File: src/rtl/sys_defs.sv
// Shared machine widths and the common-data-bus payload type.
`ifndef SYS_DEFS_SV
`define SYS_DEFS_SV

`ifndef ISSUE_WIDTH
`define ISSUE_WIDTH 2
`endif
`ifndef PRF_WIDTH
`define PRF_WIDTH 6
`endif
`ifndef ROB_WIDTH
`define ROB_WIDTH 5
`endif
`define CDB_PACKET_WIDTH (`PRF_WIDTH + `ROB_WIDTH + 1)

package sys_defs;

   localparam int unsigned CDB_PACKET_W = `CDB_PACKET_WIDTH;

   typedef struct packed {
      logic [`PRF_WIDTH-1:0] dest_prn;
      logic [`ROB_WIDTH:0]   rob_entry;
   } CDB_PACKET;

endpackage

`endif

File: src/rtl/cdb_fifo.sv
// Per-FU completion FIFO: wrap-bit pointers, flush, simultaneous push and pop.
module cdb_fifo #(
   parameter int unsigned DEPTH      = 2,
   parameter int unsigned DATA_WIDTH = 8
) (
   input  logic                  clk,
   input  logic                  rst,
   input  logic                  flush,
   input  logic                  push,
   input  logic                  pop,
   input  logic [DATA_WIDTH-1:0] din,
   output logic [DATA_WIDTH-1:0] dout_c,
   output logic                  full_c,
   output logic                  empty_c
);

   localparam int unsigned AW = $clog2(DEPTH);

   logic [AW:0]           wr_ptr_q, wr_ptr_d;
   logic [AW:0]           rd_ptr_q, rd_ptr_d;
   logic [DATA_WIDTH-1:0] mem_q [DEPTH];
   logic [DATA_WIDTH-1:0] mem_d [DEPTH];

   assign empty_c = (wr_ptr_q == rd_ptr_q);
   assign full_c  = (wr_ptr_q[AW] != rd_ptr_q[AW]) &&
                    (wr_ptr_q[AW-1:0] == rd_ptr_q[AW-1:0]);
   assign dout_c  = mem_q[rd_ptr_q[AW-1:0]];

   // A push into a full FIFO is ignored even when a pop frees a slot that edge.
   always_comb begin
      wr_ptr_d = wr_ptr_q;
      rd_ptr_d = rd_ptr_q;
      mem_d    = mem_q;
      if (flush) begin
         wr_ptr_d = '0;
         rd_ptr_d = '0;
      end else begin
         if (push && !full_c) begin
            mem_d[wr_ptr_q[AW-1:0]] = din;
            wr_ptr_d = wr_ptr_q + (AW+1)'(1);
         end
         if (pop && !empty_c) begin
            rd_ptr_d = rd_ptr_q + (AW+1)'(1);
         end
      end
   end

   always_ff @(posedge clk) begin
      if (rst) begin
         wr_ptr_q <= '0;
         rd_ptr_q <= '0;
         for (int i = 0; i < int'(DEPTH); i++) mem_q[i] <= '0;
      end else begin
         wr_ptr_q <= wr_ptr_d;
         rd_ptr_q <= rd_ptr_d;
         mem_q    <= mem_d;
      end
   end

endmodule

File: src/rtl/cdb_arbiter.sv
// Common data bus arbiter: per-FU completion FIFOs, multi-slot grant, registered bus.
// CDB_RR_ARB_EN selects rotating priority; otherwise FU 0 has fixed highest priority.
module cdb_arbiter
   import sys_defs::*;
#(
   parameter int unsigned FU_NUM      = 4,
   parameter int unsigned FIFO_DEPTH  = 2,
   parameter int unsigned ISSUE_WIDTH = `ISSUE_WIDTH
) (
   input  logic                   clk,
   input  logic                   rst,
   input  logic                   pipe_flush,
   input  logic [FU_NUM-1:0]      fu_done_valid,
   output logic [FU_NUM-1:0]      fu_done_ready,
   input  CDB_PACKET              fu_done_pkt [0:FU_NUM-1],
   output logic [ISSUE_WIDTH-1:0] cdb_valid,
   output logic [`PRF_WIDTH-1:0]  cdb_prn [0:ISSUE_WIDTH-1],
   output logic [`ROB_WIDTH:0]    cdb_rob_entry [0:ISSUE_WIDTH-1],
   output logic [FU_NUM-1:0]      cdb_stall
);

   localparam int unsigned IDX_W = (FU_NUM > 1) ? $clog2(FU_NUM) : 1;

   logic [FU_NUM-1:0]      full_c, empty_c, push_c, pop_c, req_c, grant_c;
   CDB_PACKET              head_c [FU_NUM];
   logic [ISSUE_WIDTH-1:0] slot_vld_c;
   logic [IDX_W-1:0]       slot_fu_c [ISSUE_WIDTH];
   logic [IDX_W-1:0]       base_c;

   logic [ISSUE_WIDTH-1:0] cdb_valid_q, cdb_valid_d;
   logic [`PRF_WIDTH-1:0]  cdb_prn_q [ISSUE_WIDTH];
   logic [`PRF_WIDTH-1:0]  cdb_prn_d [ISSUE_WIDTH];
   logic [`ROB_WIDTH:0]    cdb_rob_q [ISSUE_WIDTH];
   logic [`ROB_WIDTH:0]    cdb_rob_d [ISSUE_WIDTH];

   assign req_c         = ~empty_c;
   assign fu_done_ready = ~full_c;
   assign push_c        = fu_done_valid & ~full_c & {FU_NUM{~pipe_flush}};
   assign pop_c         = grant_c & {FU_NUM{~pipe_flush}};
   assign cdb_stall     = req_c & ~grant_c;

   for (genvar g = 0; g < int'(FU_NUM); g++) begin : g_fifo
      cdb_fifo #(
         .DEPTH      (FIFO_DEPTH),
         .DATA_WIDTH (CDB_PACKET_W)
      ) u_fifo (
         .clk     (clk),
         .rst     (rst),
         .flush   (pipe_flush),
         .push    (push_c[g]),
         .pop     (pop_c[g]),
         .din     (fu_done_pkt[g]),
         .dout_c  (head_c[g]),
         .full_c  (full_c[g]),
         .empty_c (empty_c[g])
      );
   end

`ifdef CDB_RR_ARB_EN
   logic [IDX_W-1:0] rr_ptr_q, rr_ptr_d;
   logic [IDX_W-1:0] last_fu_c;

   assign base_c = rr_ptr_q;

   // Next search starts just past the lowest-priority FU granted this cycle.
   always_comb begin
      rr_ptr_d = rr_ptr_q;
      if (!pipe_flush && (|grant_c)) begin
         rr_ptr_d = IDX_W'((32'(last_fu_c) + 32'd1) % FU_NUM);
      end
   end

   always_ff @(posedge clk) begin
      if (rst) rr_ptr_q <= '0;
      else     rr_ptr_q <= rr_ptr_d;
   end
`else
   assign base_c = '0;
`endif

   // One pass per slot, each picking the first still-ungranted requester in priority order.
   always_comb begin
      logic [FU_NUM-1:0] rem;
      logic [31:0]       fu;
      grant_c    = '0;
      slot_vld_c = '0;
      rem        = req_c;
      fu         = '0;
`ifdef CDB_RR_ARB_EN
      last_fu_c  = '0;
`endif
      for (int k = 0; k < int'(ISSUE_WIDTH); k++) slot_fu_c[k] = '0;
      for (int k = 0; k < int'(ISSUE_WIDTH); k++) begin
         for (int p = 0; p < int'(FU_NUM); p++) begin
            fu = (32'(base_c) + 32'(p)) % FU_NUM;
            if (!slot_vld_c[k] && rem[IDX_W'(fu)]) begin
               slot_vld_c[k]         = 1'b1;
               slot_fu_c[k]          = IDX_W'(fu);
               rem[IDX_W'(fu)]       = 1'b0;
               grant_c[IDX_W'(fu)]   = 1'b1;
`ifdef CDB_RR_ARB_EN
               last_fu_c             = IDX_W'(fu);
`endif
            end
         end
      end
   end

   // Bus register is reloaded every cycle; idle slots carry zero tags.
   always_comb begin
      cdb_valid_d = slot_vld_c;
      for (int k = 0; k < int'(ISSUE_WIDTH); k++) begin
         cdb_prn_d[k] = '0;
         cdb_rob_d[k] = '0;
         if (slot_vld_c[k] && !pipe_flush) begin
            cdb_prn_d[k] = head_c[slot_fu_c[k]].dest_prn;
            cdb_rob_d[k] = head_c[slot_fu_c[k]].rob_entry;
         end
      end
      if (pipe_flush) cdb_valid_d = '0;
   end

   always_ff @(posedge clk) begin
      if (rst) begin
         cdb_valid_q <= '0;
         for (int k = 0; k < int'(ISSUE_WIDTH); k++) begin
            cdb_prn_q[k] <= '0;
            cdb_rob_q[k] <= '0;
         end
      end else begin
         cdb_valid_q <= cdb_valid_d;
         cdb_prn_q   <= cdb_prn_d;
         cdb_rob_q   <= cdb_rob_d;
      end
   end

   assign cdb_valid = cdb_valid_q;
   for (genvar k = 0; k < int'(ISSUE_WIDTH); k++) begin : g_out
      assign cdb_prn[k]       = cdb_prn_q[k];
      assign cdb_rob_entry[k] = cdb_rob_q[k];
   end

endmodule

File: config.mk
export PLATFORM = sky130hd
export DESIGN_NAME = cdb_arbiter
export DESIGN_NICKNAME = d
export VERILOG_FILES = /design/src/rtl/sys_defs.sv /design/src/rtl/cdb_fifo.sv /design/src/rtl/cdb_arbiter.sv
export SDC_FILE = /design/constraint.sdc
export NUM_CORES = 1
export LEC_CHECK = 0
export CORE_MARGIN = 5
export CORE_UTILIZATION = 38
export CTS_CLUSTER_DIAMETER = 60
export DETAILED_ROUTE_END_ITERATION = 12
export GPL_ROUTABILITY_DRIVEN = 0
export SETUP_SLACK_MARGIN = 0.4
export SLEW_MARGIN = 20
export SYNTH_ARGS = -nofsm -noshare
export SYNTH_HDL_FRONTEND = slang
export SYNTH_SLANG_ARGS = --single-unit
File: constraint.sdc
create_clock -name clk -period 1.7 [get_ports clk]
set_input_delay 0.34 -clock clk [delete_from_list [all_inputs] [get_ports clk]]
set_output_delay 0.34 -clock clk [all_outputs]
set_load 0.02 [all_outputs]
======== Word level (Yosys, flattened, before mapping) ========
Index checks and enable logic that the tools add are counted.
storage, ports and cells
  register bits ........................... 138
  input port bits ......................... 55
  output and inout bits ................... 34
operators by class
  add/sub/neg operators ................... 8
  magnitude comparators ................... 14
  eq/ne operators ......................... 12
  muxes and demuxes ....................... 55
  bitwise operators ....................... 20
  reductions and logical operators ........ 46
operator list
  cell                                                                           number
  12-bit two-way mux                                                             20
  24-bit bitwise mux                                                             4
  12-bit binary-select mux with 2-bit select                                     2
  12-bit demux with 1-bit select                                                 4
  1-bit logical AND                                                              24
  2-bit by 1-bit adder with 2-bit output (second input constant)                 8
  4-bit bitwise AND                                                              4
  2-bit greater-or-equal comparator (second input constant)                      8
  1-bit NOT with 2-bit output                                                    8
  1-bit logical NOT                                                              15
  2-bit two-way mux                                                              7
  1-bit two-way mux                                                              12
  4-bit two-way mux                                                              3
  4-bit NOT                                                                      3
  3-bit two-way mux                                                              3
  2-bit == test                                                                  4
  2-bit by 1-bit less-than comparator with 1-bit output (second input constant)  4
  2-bit AND reduction                                                            4
  3-bit greater-or-equal comparator (second input constant)                      2
  2-bit NOT with 3-bit output                                                    2
  2-bit OR reduction                                                             3
  1-bit == test                                                                  4
  1-bit != test                                                                  4
  1-bit NOT                                                                      3

======== Logic depth before layout (Yosys ltp) ========
Gate-level depths: netlist (run 1).
  word-level depth ........................ 26
  mapped depth ............................ 8
  mapped depth without buffers ............ 5

======== Cells and area by module ========
From an unflattened synthesis (run 1), not the netlist that was laid out.
unflattened totals
  cell total of the unflattened synthesis .. 762
  area, all modules ....................... 7290.7 um^2
by module, submodules not included
  module       times used  cells each  area an instance (um^2)  seq. area each (um^2)
  cdb_fifo     4           138         1398.8                   560.5
  cdb_arbiter  1           210         1695.4                   520.5

======== Least setup slack after synthesis (run 1) ========
OpenSTA, ideal clock, no wires.
  path kind ............................... register -> register
  from .................................... register g_fifo[1].u_fifo.rd_ptr_q[0]
  to ...................................... register cdb_prn_q, in the netlist cdb_prn[0]
  arrival ................................. 1803 ps
  slack ................................... -191 ps
  cell stages (with the launch flop) ...... 8
  clock period less this slack ............ 1891 ps
  path through ............................ dfxtp_1 buf_2 xor2_4 nor4_4 mux2i_2 buf_6 a221oi_2 o32ai_2
between the ends
  word-level cells in the longest chain between the ends .. 18
  elaborated cells on any way between the ends .. 34
RTL lines
  what                                               RTL line            source
  from (decl)                                        cdb_fifo.sv:20      logic [AW:0] rd_ptr_q, rd_ptr_d;
  from (signal assigned)                             cdb_fifo.sv:55      rd_ptr_q <= rd_ptr_d;
  2-bit == test                                      cdb_fifo.sv:24      assign empty_c = (wr_ptr_q == rd_ptr_q);
  4-bit NOT                                          cdb_arbiter.sv:36   assign req_c = ~empty_c;
  1-bit logical AND                                  cdb_arbiter.sv:96   if (!slot_vld_c[k] && rem[IDX_W'(fu)]) begin
  2-bit two-way mux                                  cdb_arbiter.sv:96
  3-bit two-way mux                                  cdb_arbiter.sv:96
  4-bit two-way mux                                  cdb_arbiter.sv:96
  1-bit logical AND                                  cdb_arbiter.sv:96
  1-bit two-way mux                                  cdb_arbiter.sv:96
  1-bit logical NOT                                  cdb_arbiter.sv:96
  1-bit logical AND                                  cdb_arbiter.sv:96
  1-bit two-way mux                                  cdb_arbiter.sv:96
  1-bit logical NOT                                  cdb_arbiter.sv:96
  1-bit logical AND                                  cdb_arbiter.sv:96
  2-bit two-way mux                                  cdb_arbiter.sv:96
  2-bit NOT with 3-bit output (not written as such)  cdb_arbiter.sv:116  cdb_prn_d[k] = head_c[slot_fu_c[k]].dest_prn;
  12-bit binary-select mux with 2-bit select         cdb_arbiter.sv:116
  12-bit two-way mux (2 in series)                   n/a
  to (signal assigned)                               cdb_arbiter.sv:132  cdb_prn_q <= cdb_prn_d;
  to (decl)                                          cdb_arbiter.sv:31   logic [`PRF_WIDTH-1:0] cdb_prn_q [ISSUE_WIDTH];
Several ways; a longest one is shown, not always the timed one. The select of a mux whose other input is x is not followed.
A chain may end at the register's enable or synchronous reset.

======== Worst setup path in the final report (run 1) ========
  from .................................... register g_fifo[1].u_fifo.wr_ptr_q[0]
  to ...................................... output port cdb_stall[3]
between the ends
  word-level cells in the longest chain between the ends .. 16
  elaborated cells on any way between the ends .. 23
RTL lines
  what                    RTL line           source
  from (decl)             cdb_fifo.sv:19     logic [AW:0] wr_ptr_q, wr_ptr_d;
  from (signal assigned)  cdb_fifo.sv:54     wr_ptr_q <= wr_ptr_d;
  2-bit == test (*)       cdb_fifo.sv:24
  4-bit NOT (*)           cdb_arbiter.sv:36
  1-bit logical AND       cdb_arbiter.sv:96
  2-bit two-way mux       cdb_arbiter.sv:96
  3-bit two-way mux       cdb_arbiter.sv:96
  4-bit two-way mux       cdb_arbiter.sv:96
  1-bit logical AND       cdb_arbiter.sv:96
  1-bit two-way mux       cdb_arbiter.sv:96
  1-bit logical NOT       cdb_arbiter.sv:96
  1-bit logical AND       cdb_arbiter.sv:96
  1-bit two-way mux       cdb_arbiter.sv:96
  1-bit logical NOT       cdb_arbiter.sv:96
  1-bit logical AND       cdb_arbiter.sv:96
  4-bit two-way mux (*)   cdb_arbiter.sv:96
  4-bit NOT (*)           cdb_arbiter.sv:40  assign cdb_stall = req_c & ~grant_c;
  4-bit bitwise AND (*)   cdb_arbiter.sv:40
  to (decl)               cdb_arbiter.sv:19  output logic [FU_NUM-1:0] cdb_stall
Every way passes the cells marked *; elsewhere a longest branch is shown, timed or not.

==> run metrics, run 1 <==
MaxCap Viol Count=0; total track usage=0.211; layout overhead on the synthesized area=59.6%; DP HPWL=12800 um; hold slack=0.473 ns; main area contributors after synthesis=dfxtp_1, mux2i_1, nor2_1, o32ai_2, nor2b_1; critical path cell sequence=xor2_4 > nor4_4 > buf_4 > a21oi_2 > nor2b_4 > buf_6; pwr/cell area=830 mW/mm^2; first-pass GRT wire length=32100 um; setup TNS=-7.29 ns; R2R Setup Slk=-0.28 ns; DRC viols=0; Top delay family on crit path=simple AND/OR/NAND/NOR gates; Worst Setup End Kind=output pin; Unique masters post-synth=45; Clock Pin Slew Worst Setup and Hold Paths=0.06 ns; cts-stage hold buffer count=0; RSZ-0062 raised after global routing=yes; outcome=finished, violations left; final instance area=0.0101 sq mm; fraction of the cycle the final worst path needs=1.21; ys flop type=dfxtp_1; share of layout cells above drive strength 1=0.395; detailed-route via count=5478; failing checks=negative setup slack; hold_sp=rst; routed length per instance=19.7 um; final hold vios=0; fin crit period=2.06 ns; Slew Viols, Final=0; die area=0.0194 sq mm; CTS root buffer=clkbuf_16; Port Buf Inserts=86; number of synthesized flops with an enable pin=0; post-synthesis register bit count=138; Final Setup Violations=57; Pre-Repair DR Iteration Count=5; R2R Path Start=g_fifo[1].u_fifo.wr_ptr_q[0]$_SDFFE_PP0P_; Inserted Clock Buffers=17; row count=47; FMAX=486 MHz; CTS sink cnt=138; top cell type's share of synthesized area=0.436; critical path's largest stage delay=0.36 ns; Final ANT Viol Nets=0; largest net degree at the start of global routing=97; worst-skew pair later-pin latency=0.42 ns; antenna violations before repair=0; Die H=139 um; htree depth=4; nets=875; worst setup path class=reg2out; Peak supply drop=0.000684 V; slack of the critical path=-0.356 ns; Mapped Area=0.00634 sq mm; Post-DP Area=0.00836 sq mm; Pleak=4.15 nW; # diodes=0; hold endpoint=g_fifo[3].u_fifo.rd_ptr_q[1]$_SDFFE_PP0P_; Worst Reg2Reg Path Length in Cells=8; global-route congestion overflow total=0; CP Data Arrival Time=1.72 ns; Reg2Reg Capture Point=cdb_prn[4]$_SDFF_PP0_; Max clock buf depth=2; CP Buf/Inv Count=2; IO Count=89; Initial Util=0.385; post-synthesis sequential area ratio=0.436; Ys Warns=0; CP max-delay cell=dfxtp_4; Via density=5.21; crit-path max FO=3; layout filler cell count=1302; Worst Skew=0.0116 ns; CTS tree=built; hold depth=4; syn avg cell area=10.0 sq um; number of global-route vias before repair=5710; Startpoint Class=register; Initial DRC Count=399; Core ar.=0.0165 sq mm; cells after synthesis=634; Hold Crit Class=in2reg; Synth area leader=dfxtp_1; Die W=139 um; Worst EP required=1.36 ns; pre-CTS WS=-0.404 ns; post-synthesis async set-or-reset flop share=0; wirelength, routed=20700 um
[worst max-delay path by stage]
stage / depth (start not counted) / end / startpoint
3_3_place_gp: 5 / cdb_stall[3] / g_fifo[1].u_fifo.wr_ptr_q[0]$_SDFFE_PP0P_
6_report: 6 / cdb_stall[3] / g_fifo[1].u_fifo.wr_ptr_q[0]$_SDFFE_PP0P_
5_1_grt: 6 / cdb_stall[3] / g_fifo[1].u_fifo.wr_ptr_q[0]$_SDFFE_PP0P_
3_5_place_dp: 5 / cdb_stall[3] / g_fifo[1].u_fifo.wr_ptr_q[0]$_SDFFE_PP0P_
4_1_cts: 8 / cdb_prn[4]$_SDFF_PP0_ / g_fifo[1].u_fifo.wr_ptr_q[0]$_SDFFE_PP0P_
2_1_floorplan: 7 / cdb_prn[2]$_SDFF_PP0_ / g_fifo[0].u_fifo.rd_ptr_q[0]$_SDFFE_PP0P_
[through the flow]
step            util  power (mW)  instances
6_report       0.615        8.40       1052
5_1_grt        0.615        8.70       1052
4_1_cts        0.597        8.39       1040
3_5_place_dp   0.508        4.41        980
3_3_place_gp   0.508        4.39        980
2_1_floorplan      -        4.00        635
[worst reg2reg max path: cells and delay by family (launching register included)]
| kind | cells | cell delay [ns] |
|---|---|---|
| DFF | 1 | 0.36 |
| and+or+nand+nor | 1 | 0.29 |
| buffers and inverters | 3 | 0.46 |
| AOI/OAI and AO/OA | 2 | 0.28 |
| muxes | 1 | 0.31 |
| xor gates and xnor gates | 1 | 0.19 |
[layout make-up]
| class | instances | area (sq um) | area share |
|---|---|---|---|
| Clock buffer | 20 | 457 | 0.0451 |
| Clock inverter | 11 | 146 | 0.0145 |
| Inverter | 2 | 7.51 | 0.000742 |
| Multi-Input combinational cell | 443 | 4060 | 0.401 |
| Sequential cell | 138 | 2810 | 0.278 |
| Tap cell | 220 | 275 | 0.0272 |
| Timing Repair Buffer | 218 | 2370 | 0.234 |
[per-layer routing]
metal,global-route usage,wire length [um],vias up
li1,-,-,2619
met1,0.273,8930,2674
met2,0.350,10300,156
met3,0.0372,957,29
met4,0.0886,496,0
met5,0,0,-
[logic make-up after synthesis]
logic type / share of synthesized area
XOR/XNOR: 0.0438
flip-flops: 0.436
AND/OR/NAND/NOR: 0.148
adder cells (fa/ha/maj): 0.00158
multiplexers: 0.192
other: 0.000591
buffers and inverters: 0.0420
AO/OA/AOI/OAI: 0.137
[Yosys cell counts, types with 2 or more instances]
cell,count
buf_6,3
xor2_2,3
o21a_1,12
nor2_2,2
clkbuf_1,25
a221oi_1,15
o32ai_2,10
inv_1,2
nand2_1,8
and3_1,12
buf_2,18
buf_4,4
o32ai_1,14
a221oi_2,9
nor2b_1,24
dfxtp_1,138
and2b_1,5
a32oi_1,12
o21ai_0,6
a21oi_1,5
nor3b_1,2
nand2b_1,3
mux2i_1,120
nor2_1,121
xor2_1,13
o31ai_1,2
buf_1,3
and2_1,12
xnor2_1,10
nand3_1,6
[flip-flops by register name (all words and copies together) (netlist names)]
name and count:
g_fifo.u_fifo.mem_q 96, cdb_valid 2, cdb_rob_entry 12, cdb_prn 12, g_fifo.u_fifo.rd_ptr_q 8, g_fifo.u_fifo.wr_ptr_q 8
[cell usage in the layout, fill, tap and decap left out, types with 9 or more instances in the layout]
cell type and n:
dfxtp_1 120, mux2i_1 115, nor2_1 111, buf_4 66
clkdlybuf4s50_1 52, buf_6 45, o32ai_2 22, buf_2 21
clkbuf_16 20, buf_12 20, nor2b_1 19, a221oi_2 17
and2_1 12, o21a_1 12, dfxtp_4 11, nor2_4 10
and3_1 10, xor2_1 9
[what timing repair did]
item	4_1_cts	5_1_grt
pin swaps	44	23
cloned	11	1
endpoints found under the setup margin	169	145
setup buffers	18	11
resized for setup	261	37
[report_power, final]
group	total (mW)	leakage [nW]	internal, mW	switching, mW
Clock	3.79	0.292	2.37	1.42
Sequential	3.36	1.13	3.30	0.0556
Combinational	1.25	2.73	0.662	0.591
Power figures use the tool's default switching activity.
==> inputs of run 2 (changes only) <==
--- a/config.mk
+++ b/config.mk
@@ -9,6 +9,7 @@
 export CORE_UTILIZATION = 38
 export CTS_CLUSTER_DIAMETER = 60
 export DETAILED_ROUTE_END_ITERATION = 12
+export DONT_BUFFER_PORTS = 1
 export GPL_ROUTABILITY_DRIVEN = 0
 export SETUP_SLACK_MARGIN = 0.4
 export SLEW_MARGIN = 20
==> run metrics, run 2 (synthesis gave the netlist of run 1 again) <==
outcome=finished, violations left; failing checks=negative setup slack; share of layout cells above drive strength 1=0.423; Initial Util=0.385; worst-skew pair later-pin latency=0.43 ns; htree depth=4; Inserted Clock Buffers=17; Top reg by flops=g_fifo.u_fifo.mem_q; hold_sp=fu_done_pkt[46]; RSZ-0062 raised after global routing=yes; row count=47; Max clock buf depth=2; Worst Reg2Reg Path Length in Cells=12; IO Count=89; final hold vios=0; Largest register FFs=96; fin crit period=2.06 ns; Initial DRC Count=288; layout overhead on the synthesized area=58.5%; Reg2Reg Capture Point=g_fifo[1].u_fifo.rd_ptr_q[1]$_SDFFE_PP0P_; setup TNS=-10.30 ns; crit-path max FO=4; Top delay family on crit path=flip-flops; routing usage on met2=0.344; Port Buf Inserts=0; slack of the critical path=-0.357 ns; Core ar.=0.0165 sq mm; CTS tree=built; total track usage=0.214; hold slack=0.0562 ns; Slew Viols, Final=0; Final Setup Violations=85; critical path's largest stage delay=0.36 ns; CP Buf/Inv Count=1; Worst Skew=0.0108 ns; Worst Setup End Kind=output pin; wirelength, routed=22400 um; pwr/cell area=851 mW/mm^2; first-pass GRT wire length=32100 um; R2R Path Start=g_fifo[1].u_fifo.wr_ptr_q[1]$_SDFFE_PP0P_; global-route congestion overflow total=0; Hold Crit Class=in2reg; Rel. slew slack=0.471; most frequent cells in the layout=dfxtp_1, mux2i_1, nor2_1, buf_4, buf_6; area taken by multi-input logic gates=0.00434 sq mm; CTS sink cnt=138; die area=0.0194 sq mm; R2R Setup Slk=-0.32 ns; CTS root buffer=clkbuf_16; largest net degree at the start of global routing=99; DRC viols=0; met1 Use GR=0.255; CP max-delay cell=dfxtp_4; pre-CTS WS=-0.223 ns; nets=825; layout filler cell count=1194; GRT busiest layer=met2; Pre-Repair DR Iteration Count=5; Die H=139 um; MaxCap Viol Count=0; slew of the pin with the lowest slew margin=0.791 ns; critical path cell sequence=xor2_4 > buf_6 > o22ai_4 > a21oi_4 > nor2b_4; antenna violations before repair=2; Final ANT Viol Nets=0; Startpoint Class=register; Via density=5.49; routed length per instance=22.3 um; Worst EP required=1.36 ns; Peak supply drop=0.000724 V; worst setup path class=reg2out; hold depth=2; commonest non-fill, non-tap cell in the layout=dfxtp_1; Die W=139 um; Pleak=3.97 nW; detailed-route via count=5516; fraction of the cycle the final worst path needs=1.21; number of global-route vias before repair=5636; Clock Pin Slew Worst Setup and Hold Paths=0.06 ns; met3 Resource Use GR=0.0731; CP Data Arrival Time=1.72 ns; DP HPWL=12900 um; FMAX=486 MHz; hold endpoint=g_fifo[0].u_fifo.mem_q[10]$_SDFFE_PP0P_; register area=0.00282 sq mm
## run 2: timing repair
item,in CTS,in global routing
setup buffers,33,19
gates resized for setup,152,51
hold endpoints to repair,96,22
pin swaps,61,50
gates cloned,10,1
endpoints found under the setup margin,141,144
## run 2: how the worst max path moves through the flow
stage | start | to | slack [ns] | depth (start not counted)
2_1_floorplan | g_fifo[0].u_fifo.rd_ptr_q[0]$_SDFFE_PP0P_ | cdb_prn[2]$_SDFF_PP0_ | -0.15 | 7
3_3_place_gp | g_fifo[0].u_fifo.rd_ptr_q[1]$_SDFFE_PP0P_ | cdb_rob_entry[8]$_SDFF_PP0_ | -0.21 | 8
3_5_place_dp | g_fifo[0].u_fifo.rd_ptr_q[1]$_SDFFE_PP0P_ | cdb_rob_entry[8]$_SDFF_PP0_ | -0.22 | 8
4_1_cts | g_fifo[1].u_fifo.rd_ptr_q[0]$_SDFFE_PP0P_ | cdb_stall[3] | -0.35 | 5
5_1_grt | g_fifo[2].u_fifo.rd_ptr_q[1]$_SDFFE_PP0P_ | cdb_stall[3] | -0.41 | 5
6_report | g_fifo[0].u_fifo.wr_ptr_q[1]$_SDFFE_PP0P_ | cdb_stall[3] | -0.36 | 5
## run 2: power by group
part	total (mW)	internal [mW]	switching, mW
Combinational	1.18	0.585	0.592
Clock	4.00	2.43	1.57
Sequential	3.37	3.30	0.0733
Total	8.55	6.32	2.24
## run 2: metrics by stage
stage / power, mW / instance area, sq um / instances / util
after floorplan: 4.00 / 6750 / 635 / -
after global placement: 4.18 / 7570 / 899 / 0.460
after detailed placement: 4.20 / 7570 / 899 / 0.460
after CTS: 8.41 / 9500 / 974 / 0.577
after global routing: 8.82 / 10000 / 1003 / 0.610
final: 8.55 / 10000 / 1004 / 0.610
## run 2: routing by layer
layer  wire [um]  up-vias  share of wire
met3        1700       57          0.076
met2       10900      208           0.49
met1        8790     2715           0.39
li1            -     2534              -
met5          12        -        0.00053
met4        1030        2          0.046
## run 2: layout make-up
cell class | instances | share of cell area
Multi-Input combinational cell | 443 | 0.432
Sequential cell | 138 | 0.280
Timing Repair Buffer | 168 | 0.196
Clock buffer | 19 | 0.0451
Tap cell | 220 | 0.0274
Clock inverter | 13 | 0.0181
Inverter | 2 | 0.000996
Antenna cell | 1 | 0.000249
## run 2: worst register-to-register path: cells and delay by family (launching register included)
| kind | cells | cell delay (ns) |
|---|---|---|
| and+or+nand+nor | 3 | 0.33 |
| buffers and inverters | 7 | 0.81 |
| DFF | 1 | 0.38 |
| xor gates and xnor gates | 2 | 0.39 |
==> inputs of run 3 (changes only) <==
--- a/config.mk
+++ b/config.mk
@@ -5,14 +5,17 @@
 export SDC_FILE = /design/constraint.sdc
 export NUM_CORES = 1
 export LEC_CHECK = 0
+export ABC_CLOCK_PERIOD_IN_PS = 1700
 export CORE_MARGIN = 5
 export CORE_UTILIZATION = 38
 export CTS_CLUSTER_DIAMETER = 60
 export DETAILED_ROUTE_END_ITERATION = 12
 export DONT_BUFFER_PORTS = 1
 export GPL_ROUTABILITY_DRIVEN = 0
+export HOLD_SLACK_MARGIN = 0.05
 export SETUP_SLACK_MARGIN = 0.4
 export SLEW_MARGIN = 20
 export SYNTH_ARGS = -nofsm -noshare
 export SYNTH_HDL_FRONTEND = slang
 export SYNTH_SLANG_ARGS = --single-unit
+export TNS_END_PERCENT = 30
==> run metrics, run 3 (synthesis gave the netlist of run 1 again) <==
outcome=finished, violations left; failing checks=negative hold slack, negative setup slack; slack of the critical path=-0.412 ns; Slew Viols, Final=0; DP HPWL=12800 um; pwr/cell area=911 mW/mm^2; Non-Filler Instances=949; worst-skew pair later-pin latency=0.43 ns; Die H=139 um; R2R Path Start=g_fifo[0].u_fifo.rd_ptr_q[1]$_SDFFE_PP0P_; Final ANT Viol Nets=0; met3 Resource Use GR=0.0707; Post-DP Area=0.00731 sq mm; Worst Skew=0.0128 ns; share of layout cells above drive strength 1=0.359; CTS root buffer=clkbuf_16; GRT busiest layer=met2; final core utilization=0.537; DRC viols=0; detailed-route via count=5098; # diodes=0; pre-CTS WS=-0.367 ns; Largest register FFs=96; Tot Pwr=8.05 mW; Max clock buf depth=2; FMAX=474 MHz; critical path cell sequence=xor2_4 > buf_6 > nor4_4 > buf_4 > mux2i_4 > buf_12 > a221oi_2 > o32ai_2; largest net degree at the start of global routing=99; layout overhead on the synthesized area=39.4%; hold_sp=rst; htree depth=4; Inserted Clock Buffers=17; hold slack=-0.00531 ns; MaxCap Viol Count=0; Pre-Repair DR Iteration Count=5; total track usage=0.189; Initial DRC Count=337; critical path's largest stage delay=0.35 ns; CTS tree=built; Worst EP required=2.00 ns; Pleak=3.51 nW; IO Count=89; commonest non-fill, non-tap cell in the layout=dfxtp_1; fin crit period=2.11 ns; RSZ-0062 raised after global routing=yes; fraction of the cycle the final worst path needs=1.24; Clock Pin Slew Worst Setup and Hold Paths=0.06 ns; first-pass GRT wire length=28800 um; Port Buf Inserts=0; most frequent cells in the layout=dfxtp_1, mux2i_1, nor2_1, buf_4, buf_6; routed length per instance=19.8 um; Worst Setup End Kind=register; Initial Util=0.385; setup TNS=-10.13 ns; Via density=5.37; CP max-delay cell=dfxtp_2; final hold vios=5; Final Setup Violations=59; Top reg by flops=g_fifo.u_fifo.mem_q; antenna violations before repair=0; Startpoint Class=register; Peak supply drop=0.000726 V; wirelength, routed=18800 um; Core ar.=0.0165 sq mm; die area=0.0194 sq mm; CP startpoint=g_fifo[0].u_fifo.rd_ptr_q[1]$_SDFFE_PP0P_; routing usage on met2=0.292; crit-path max FO=11; Cells after DPL=894; nets=771; Hold Crit Class=in2reg; Die W=139 um; met1 Use GR=0.237; CP Data Arrival Time=2.42 ns; CTS sink cnt=138; global-route congestion overflow total=0; row count=47; final instance area=0.00884 sq mm; number of global-route vias before repair=5115; worst setup path class=reg2reg
==> run 3: cell types whose count changed in the layout (fill, tap and decap cells not counted), moves of 5 or more <==
cell	delta
buf_4	-11
nand3_4	-6
mux2i_1	+5
dfxtp_4	-5
dlygate4sd3_1	-8
buf_8	-6
a221oi_4	-8
buf_6	-12
buf_12	-9
mux2i_2	-6
dfxtp_2	+5
==> run 3: layout make-up <==
type | instances | area, sq um
fill | 1390 | 7630
multi-input combinational | 442 | 3940
sequential | 138 | 2810
timing repair buffer | 115 | 1210
clock buffer | 17 | 425
tap | 220 | 275
clock inverter | 15 | 176
inverter | 2 | 7.51
==> run 3: path summary, 6_finish.rpt <==
check,slack (ns),endpoint,depth (start not counted)
worst max register to register,-0.41,cdb_rob_entry[0]$_SDFF_PP0_,8
worst max-delay path,-0.41,cdb_rob_entry[0]$_SDFF_PP0_,8
worst min register to register,0.49,g_fifo[1].u_fifo.mem_q[20]$_SDFFE_PP0P_,2
worst min-delay path,-0.005,g_fifo[1].u_fifo.mem_q[14]$_SDFFE_PP0P_,1
==> run 3: worst max-delay path, delay by kind of cell, from the launching register on <==
kind                      cells  cell delay, ns
buffers and inverters         3            0.48
AOI/OAI and AO/OA             2            0.38
DFF                           1            0.35
and+or+nand+nor               1            0.32
muxes                         1            0.27
xor gates and xnor gates      1            0.19
==> run 3: timing repair <==
action                     4_1_cts  5_1_grt
setup endpoints to repair      144      144
cloned                           2        1
pin swaps                       41       13
resized for setup              107       40
setup buffers                   14        6
hold endpoints to repair        96       96
==> run 3: routing by layer <==
| metal | part of all wire | up-vias |
|---|---|---|
| met4 | 0.040 | 0 |
| met3 | 0.073 | 36 |
| met1 | 0.43 | 2487 |
| met2 | 0.46 | 160 |
| met5 | 0 | - |
| li1 | - | 2415 |
==> run 3: report_power, final <==
| group | internal (mW) | switching, mW |
|---|---|---|
| logic | 0.461 | 0.447 |
| registers | 3.31 | 0.0717 |
| clock network | 2.22 | 1.54 |
| total | 5.99 | 2.06 |
